<file path="src/rtl/key_debounce_bank.sv">
`default_nettype none
// ============================================================================
// Module      : key_debounce_bank
// Description : Conditions NUM_KEYS raw, bouncy, asynchronous key/photo-sensor
//               levels into clean per-note levels for the sound generators.
//               Each input is synchronised by two flops. It is then debounced
//               by a four-state FSM with a stability counter. The results are
//               optionally reduced to a single active note (MONO=1). A
//               one-cycle press strobe carries the index of the key that
//               rose.
// Ports       : clk          system clock
//               rst          asynchronous, active-low reset
//               key_raw      raw key levels, async, 1 = pressed/lit
//               light        debounced (and MONO-masked) key levels
//               press_pulse  1-cycle strobe on any debounced 0->1 change
//               press_code   index of key causing press_pulse (lowest wins),
//                            held between pulses
// Revision    : 1.0 - initial release
// ============================================================================
module key_debounce_bank #(
    parameter int NUM_KEYS        = 7,
    parameter int DEBOUNCE_CYCLES = 500000,
    parameter int MONO            = 0
) (
    input  logic                clk,
    input  logic                rst,
    input  logic [NUM_KEYS-1:0] key_raw,
    output logic [NUM_KEYS-1:0] light,
    output logic                press_pulse,
    output logic [3:0]          press_code
);

    localparam int                 C_CNT_W    = (DEBOUNCE_CYCLES > 1) ? $clog2(DEBOUNCE_CYCLES) : 1;
    localparam logic [C_CNT_W-1:0] C_CNT_LAST = C_CNT_W'(DEBOUNCE_CYCLES - 1);

    typedef enum logic [1:0] {
        ST_OFF    = 2'd0,
        ST_ARM    = 2'd1,
        ST_ON     = 2'd2,
        ST_DISARM = 2'd3
    } state_t;

    logic [NUM_KEYS-1:0] r_sync1;
    logic [NUM_KEYS-1:0] r_sync2;
    logic [NUM_KEYS-1:0] r_deb;
    logic [NUM_KEYS-1:0] w_deb_nxt;
    logic [NUM_KEYS-1:0] w_rise;
    logic [NUM_KEYS-1:0] w_light_nxt;

    // Two-flop synchroniser; only r_sync2 feeds the debounce logic.
    always_ff @(posedge clk or negedge rst) begin
        if (!rst) begin
            r_sync1 <= '0;
            r_sync2 <= '0;
        end else begin
            r_sync1 <= key_raw;
            r_sync2 <= r_sync1;
        end
    end

    generate
        for (genvar i = 0; i < NUM_KEYS; i++) begin : g_key
            state_t             r_state;
            state_t             w_state_nxt;
            logic [C_CNT_W-1:0] r_cnt;
            logic [C_CNT_W-1:0] w_cnt_nxt;
            logic               w_deb_k;

            // The counter leaves ARM/DISARM exactly at its last value, so it
            // never wraps. Any disagreeing sample restarts qualification.
            always_comb begin
                w_state_nxt = r_state;
                w_cnt_nxt   = r_cnt;
                w_deb_k     = r_deb[i];
                case (r_state)
                    ST_OFF: begin
                        w_cnt_nxt = '0;
                        if (r_sync2[i]) w_state_nxt = ST_ARM;
                    end
                    ST_ARM: begin
                        if (!r_sync2[i]) begin
                            w_state_nxt = ST_OFF;
                            w_cnt_nxt   = '0;
                        end else if (r_cnt == C_CNT_LAST) begin
                            w_state_nxt = ST_ON;
                            w_cnt_nxt   = '0;
                            w_deb_k     = 1'b1;
                        end else begin
                            w_cnt_nxt = r_cnt + C_CNT_W'(1);
                        end
                    end
                    ST_ON: begin
                        w_cnt_nxt = '0;
                        if (!r_sync2[i]) w_state_nxt = ST_DISARM;
                    end
                    ST_DISARM: begin
                        if (r_sync2[i]) begin
                            w_state_nxt = ST_ON;
                            w_cnt_nxt   = '0;
                        end else if (r_cnt == C_CNT_LAST) begin
                            w_state_nxt = ST_OFF;
                            w_cnt_nxt   = '0;
                            w_deb_k     = 1'b0;
                        end else begin
                            w_cnt_nxt = r_cnt + C_CNT_W'(1);
                        end
                    end
                    default: begin
                        w_state_nxt = ST_OFF;
                        w_cnt_nxt   = '0;
                        w_deb_k     = 1'b0;
                    end
                endcase
            end

            always_ff @(posedge clk or negedge rst) begin
                if (!rst) begin
                    r_state <= ST_OFF;
                    r_cnt   <= '0;
                end else begin
                    r_state <= w_state_nxt;
                    r_cnt   <= w_cnt_nxt;
                end
            end

            assign w_deb_nxt[i] = w_deb_k;
        end
    endgenerate

    function automatic logic [3:0] lowest_idx(input logic [NUM_KEYS-1:0] v);
        logic [3:0] idx;
        idx = '0;
        for (int k = NUM_KEYS - 1; k >= 0; k--) begin
            if (v[k]) idx = 4'(k);
        end
        return idx;
    endfunction

    // Rises are taken before the MONO mask so a press of a masked key is
    // still reported.
    assign w_rise = w_deb_nxt & ~r_deb;

    // x & -x isolates the lowest set bit; yields zero when no key is active.
    always_comb begin
        w_light_nxt = w_deb_nxt;
        if (MONO != 0) w_light_nxt = w_deb_nxt & (~w_deb_nxt + NUM_KEYS'(1));
    end

    // Outputs are registered from the next debounced state so light and
    // press_pulse change on the same edge as the debounced level itself.
    always_ff @(posedge clk or negedge rst) begin
        if (!rst) begin
            r_deb       <= '0;
            light       <= '0;
            press_pulse <= 1'b0;
            press_code  <= 4'd0;
        end else begin
            r_deb       <= w_deb_nxt;
            light       <= w_light_nxt;
            press_pulse <= |w_rise;
            if (|w_rise) press_code <= lowest_idx(w_rise);
        end
    end

endmodule
`default_nettype wire

</file>
<file path="config.mk">
export PLATFORM = sky130hd
export DESIGN_NAME = key_debounce_bank
export DESIGN_NICKNAME = d
export VERILOG_FILES = /design/src/rtl/key_debounce_bank.sv
export SDC_FILE = /design/constraint.sdc
export NUM_CORES = 1
export LEC_CHECK = 0
export ABC_AREA = 1
export CORE_MARGIN = 5
export CORE_UTILIZATION = 51
export CTS_BUF_LIST = sky130_fd_sc_hd__clkbuf_8
export DETAILED_ROUTE_END_ITERATION = 7
export GPL_TIMING_DRIVEN = 0
export PLACE_DENSITY = 0.68
export RECOVER_POWER = 50
export SYNTH_ARGS = -nofsm -noshare
export SYNTH_HDL_FRONTEND = slang
export SYNTH_SLANG_ARGS = --single-unit
export TNS_END_PERCENT = 1
</file>
<file path="constraint.sdc">
create_clock -name clk -period 3.1 [get_ports clk]
set_input_delay 0.465 -clock clk [delete_from_list [all_inputs] [get_ports clk]]
set_output_delay 0.465 -clock clk [all_outputs]
set_load 0.01 [all_outputs]
</file>
After elaboration in Yosys (flattened, before gate mapping)
Index checks and enable logic that the tools add are counted.
{ "word_totals": {"regBits": 173, "inputBits": 9, "out_inout_bits": 12, "wordCells": 225} }
{ "op_classes": {"n_addsub": 7, "eq_ne": 56, "muxes": 119, "bitwise_logic": 2, "n_reduce_logical": 22} }
{ "op_table": {"columns": ["operator", "n"], "rows": [
  ["$mux W19", 21],
  ["$pmux W19 S3", 7],
  ["$add A19 B1 Y19 const B", 7],
  ["$eq A19 B19 Y1 const B", 7],
  ["$mux W2", 42],
  ["$pmux W2 S4", 7],
  ["$ne A3 B3 Y1 const B", 14],
  ["$eq A2 B2 Y1 const B", 14],
  ["$mux W1", 28],
  ["$ne A2 B2 Y1 const B", 14],
  ["$reduce_and A4 Y1", 7],
  ["$mux W3", 5],
  ["$eq A2 B1 Y1 const B", 7],
  ["$logic_not A2 Y1", 7],
  ["$pmux W1 S2", 7],
  ["$reduce_or A2 Y1", 7],
  ["$mux W4", 2],
  ["$and A7 B7 Y7", 1],
  ["$not A7 Y7", 1],
  ["$reduce_or A7 Y1", 1]
]} }

Depth between registers and ports, before layout
{ "logic_depth": {"word_depth": 12, "mapped_depth": 13, "depth_no_buf": 13} }

Worst setup path after synthesis
Ideal clock, no wire load.
{ "synth_path": {"kind": "flip-flop to flip-flop", "from": "register g_key[6].r_cnt[0]", "to": "register g_key[6].r_cnt[16]", "setup_ps": 120, "arrival_ps": 1564, "required_ps": 2980, "setup_slack_ps": 1416, "stages_incl_launch_ff": 11, "path_buffers": 1, "synth_period_minus_slack_ps": 1684, "path_cell_list": "dfrtp_1 -> ha_1 -> nand2_1 -> nor2_2 -> nand4_1 -> nor2_2 -> inv_1 -> nand2_2 -> inv_1 -> buf_2 -> and3_1"} }
{ "synth_via": {"elab_chain_cells": 4, "word_cells_on_any_way": 6, "classes_between": "add/sub: 1; eq/ne: 1; mux: 4"} }
{ "synth_lines": {"columns": ["element", "line_no", "rtl"], "rows": [
  ["from (decl)", "65", "logic [C_CNT_W-1:0] r_cnt;"],
  ["from (signal assigned)", "122", "r_cnt <= w_cnt_nxt;"],
  ["$add A19 B1 Y19 / $eq A19 B19 Y1 (equally long branches)", null, null],
  ["$mux W19 (*)", "84, 100", null],
  ["$mux W19, on equally long branches", "97, 81", null],
  ["$pmux W19 S3 (*)", "75", "case (r_state)"],
  ["named net g_key[6].w_cnt_nxt[16]", "66", "logic [C_CNT_W-1:0] w_cnt_nxt;"]
]} }
Mark *: on every way through the listed nets, which the timed path passes. The rest lies on a longest branch.
A chain may end at the register's enable or synchronous reset.

==> results.json <==
{
  "status": "finished clean",
  "period_share_pct": 67.4,
  "setup_viol": 0,
  "clock-root-buffer": "clkbuf_8",
  "avgRoutedWirePerCell_um": 11.2,
  "syn_inst": 1006,
  "dp_hpwl_um": 10200,
  "hold_violations": 0,
  "synth_edf_count": 0,
  "cts.htree.levels": 4,
  "fin_crit_ns": 2.09,
  "yosysMostFrequentCell": "nor2_1",
  "max-cap-violations": 0,
  "hp-class": "reg2reg",
  "multi_input_comb_area_um2": 3390,
  "maxSlewHeadroom_pct": 1.09,
  "cp.required_ns": 3.66,
  "antenna_found_initial": 0,
  "initial_utilization_pct": 52.1,
  "ys_warn_count": 0,
  "crit_fanout": 113,
  "worst_pin_slew_ns": 1.48,
  "grt_overflow": 0,
  "grt_use_total_pct": 17.0,
  "drt-pass1-iter-count": 5,
  "clk_pin_slew_ns": 0.08,
  "synth_ff_type": "dfrtp_1",
  "ys_ff_latch": 172,
  "io_pins": 21,
  "place_congestion": 0.795,
  "core_um2": 15900,
  "ir_drop_mv": 0.302,
  "ys_types": 44,
  "design_area_um2": 9240,
  "place_ws_ns": 1.01,
  "fin_ws_ns": 1.01,
  "yosysTopAreaCell": "dfrtp_1",
  "yosysSeqAreaShare_pct": 51.8,
  "layout-drive-gt1-share_pct": 8.88,
  "syn_avg_cell_area_um2": 8.25,
  "fin_skew_ns": 0.00890,
  "ant_nets": 0,
  "start_kind": "input port",
  "place_area_um2": 8790,
  "crit_type": "in2async",
  "synthTopCellsByArea": "dfrtp_1 (52%), nor2_1 (8.0%), nand2_1 (7.8%), inv_1 (6.8%), a21oi_1 (3.4%)",
  "portBuffers": 19,
  "rows": 46,
  "end_kind": "async pin",
  "max_freq_mhz": 478,
  "viasPerCell": 4.86,
  "n_fill_cell": 1430,
  "dieHeight_um": 138,
  "die-area_um2": 18900,
  "post_cts_buffers": 0,
  "final_util_pct": 57.9,
  "p_leak_nw": 4.12,
  "power_density_nw_per_um2": 446,
  "wl_um": 14300,
  "grt_pass1_wl_um": 26000,
  "clk_path_buf_depth": 2,
  "drv_slew": 0,
  "synth_common_cells": "nor2_1 (178), nand2_1 (173), dfrtp_1 (172)",
  "drtIter0Drc": 317,
  "syn_nets": 1022,
  "seqCellArea_um2": 4300,
  "num_antenna_cells": 0,
  "yosys.area.top_type_share_pct": 51.8,
  "rsz0062_at_grt": "false",
  "via_count": 6201,
  "die_x_um": 138,
  "cts_buffers": 17,
  "nets": 1062,
  "grt_max_degree": 114,
  "worstPathArrival_ns": 2.65,
  "ys_async_sr_fraction_pct": 100,
  "syn_area_um2": 8300,
  "clk_latency_ns": 0.46,
  "fin_hold_ws_ns": 0.354,
  "clock_sinks": 172,
  "remaining_drc_errors": 0,
  "grt_pass1_vias": 5993,
  "setup_tns_ns": 0,
  "area_growth_pct": 11.2,
  "cts_tree": "done"
}
==> what timing repair did <==
action	CTS	global route
hold endpoints to repair	59	0
hold buffers	1	0
gates resized for setup	0	0
==> kinds of logic after synthesis <==
logic type               after synthesis  share of synthesized area (%)
adder cells (fa/ha/maj)                7                           1.05
AND/OR/NAND/NOR                      512                           28.1
AO/OA/AOI/OAI                        120                           7.91
buffers and inverters                159                           7.28
multiplexers                           1                          0.136
XOR/XNOR                              34                           3.59
flip-flops                           172                           51.8
other                                  1                         0.0452
==> state kept, by name, summed over array words and instances, names as in the netlist, named ones only <==
signal         cells
g_key.r_cnt      133
r_sync1            7
press_code         3
r_sync2            7
r_deb              7
press_pulse        1
g_key.r_state      7
==> final timing paths <==
check / start / to / slack, ns / depth (start not counted)
worst max-delay path: rst / g_key[1].r_cnt[18] / 1.01 / 3
worst max register to register: g_key[5].r_cnt[0] / press_code[0] / 1.07 / 12
worst min register to register: r_sync1[5] / r_sync2[5] / 0.35 / 0
min in group asynchronous: rst / g_key[5].r_cnt[14] / 0.89 / 2
worst min-delay path: r_sync1[5] / r_sync2[5] / 0.35 / 0
max in group clk: g_key[5].r_cnt[0] / press_code[0] / 1.07 / 12
==> stage by stage <==
step           power, W  std cells
3_5_place_dp    0.00246       1242
5_1_grt         0.00429       1275
6_report        0.00412       1275
4_1_cts         0.00419       1275
3_3_place_gp    0.00246       1241
2_1_floorplan   0.00238       1006
==> critical path, stage by stage <==
cell and delay (ns):
dlygate4sd3_1 0.52, clkbuf_2 1.07, buf_16 0.49
==> layout by cell type, fill, tap and decap left out, types with 4 or more instances in the layout <==
master,netlist,layout
nor3_1,31,31
xor2_1,23,23
clkinv_4,0,4
nand4_1,22,22
o21a_1,6,6
o21ai_0,38,38
clkbuf_8,0,18
inv_1,151,152
nor3_2,5,5
xnor2_1,11,11
nand3_2,6,6
nand2_1,173,173
a31oi_1,4,4
dlygate4sd3_1,0,8
dfrtp_1,172,172
ha_1,7,7
nand3_1,43,43
bufinv_16,0,4
nor2_2,27,26
a21oi_1,57,57
nor2_1,178,179
nand2_2,6,6
nor2_4,5,5
clkdlybuf4s50_1,0,11
==> power by group <==
part           internal (W)  switching [W]
sequential          0.00226      0.0000151
clock              0.000901       0.000811
combinational     0.0000337      0.0000952
==> final cells by class <==
cell class	instances	share of cell area, %
Clock inverter	14	2.11
Inverter	153	6.22
Timing Repair Buffer	21	2.41
Tap cell	216	2.93
Sequential cell	172	46.6
Buffer	6	0.325
Multi-Input combinational cell	675	36.7
Clock buffer	18	2.68
==> metal layers <==
metal | up-vias | GRT usage (%) | share of wire, %
met5 | - | 0 | 0
met4 | 0 | 5.49 | 1.3
met3 | 18 | 4.27 | 2.8
met2 | 48 | 26.9 | 46
met1 | 2867 | 22.9 | 50
li1 | 3268 | - | -
No activity file was read; power rests on OpenSTA's default activity.
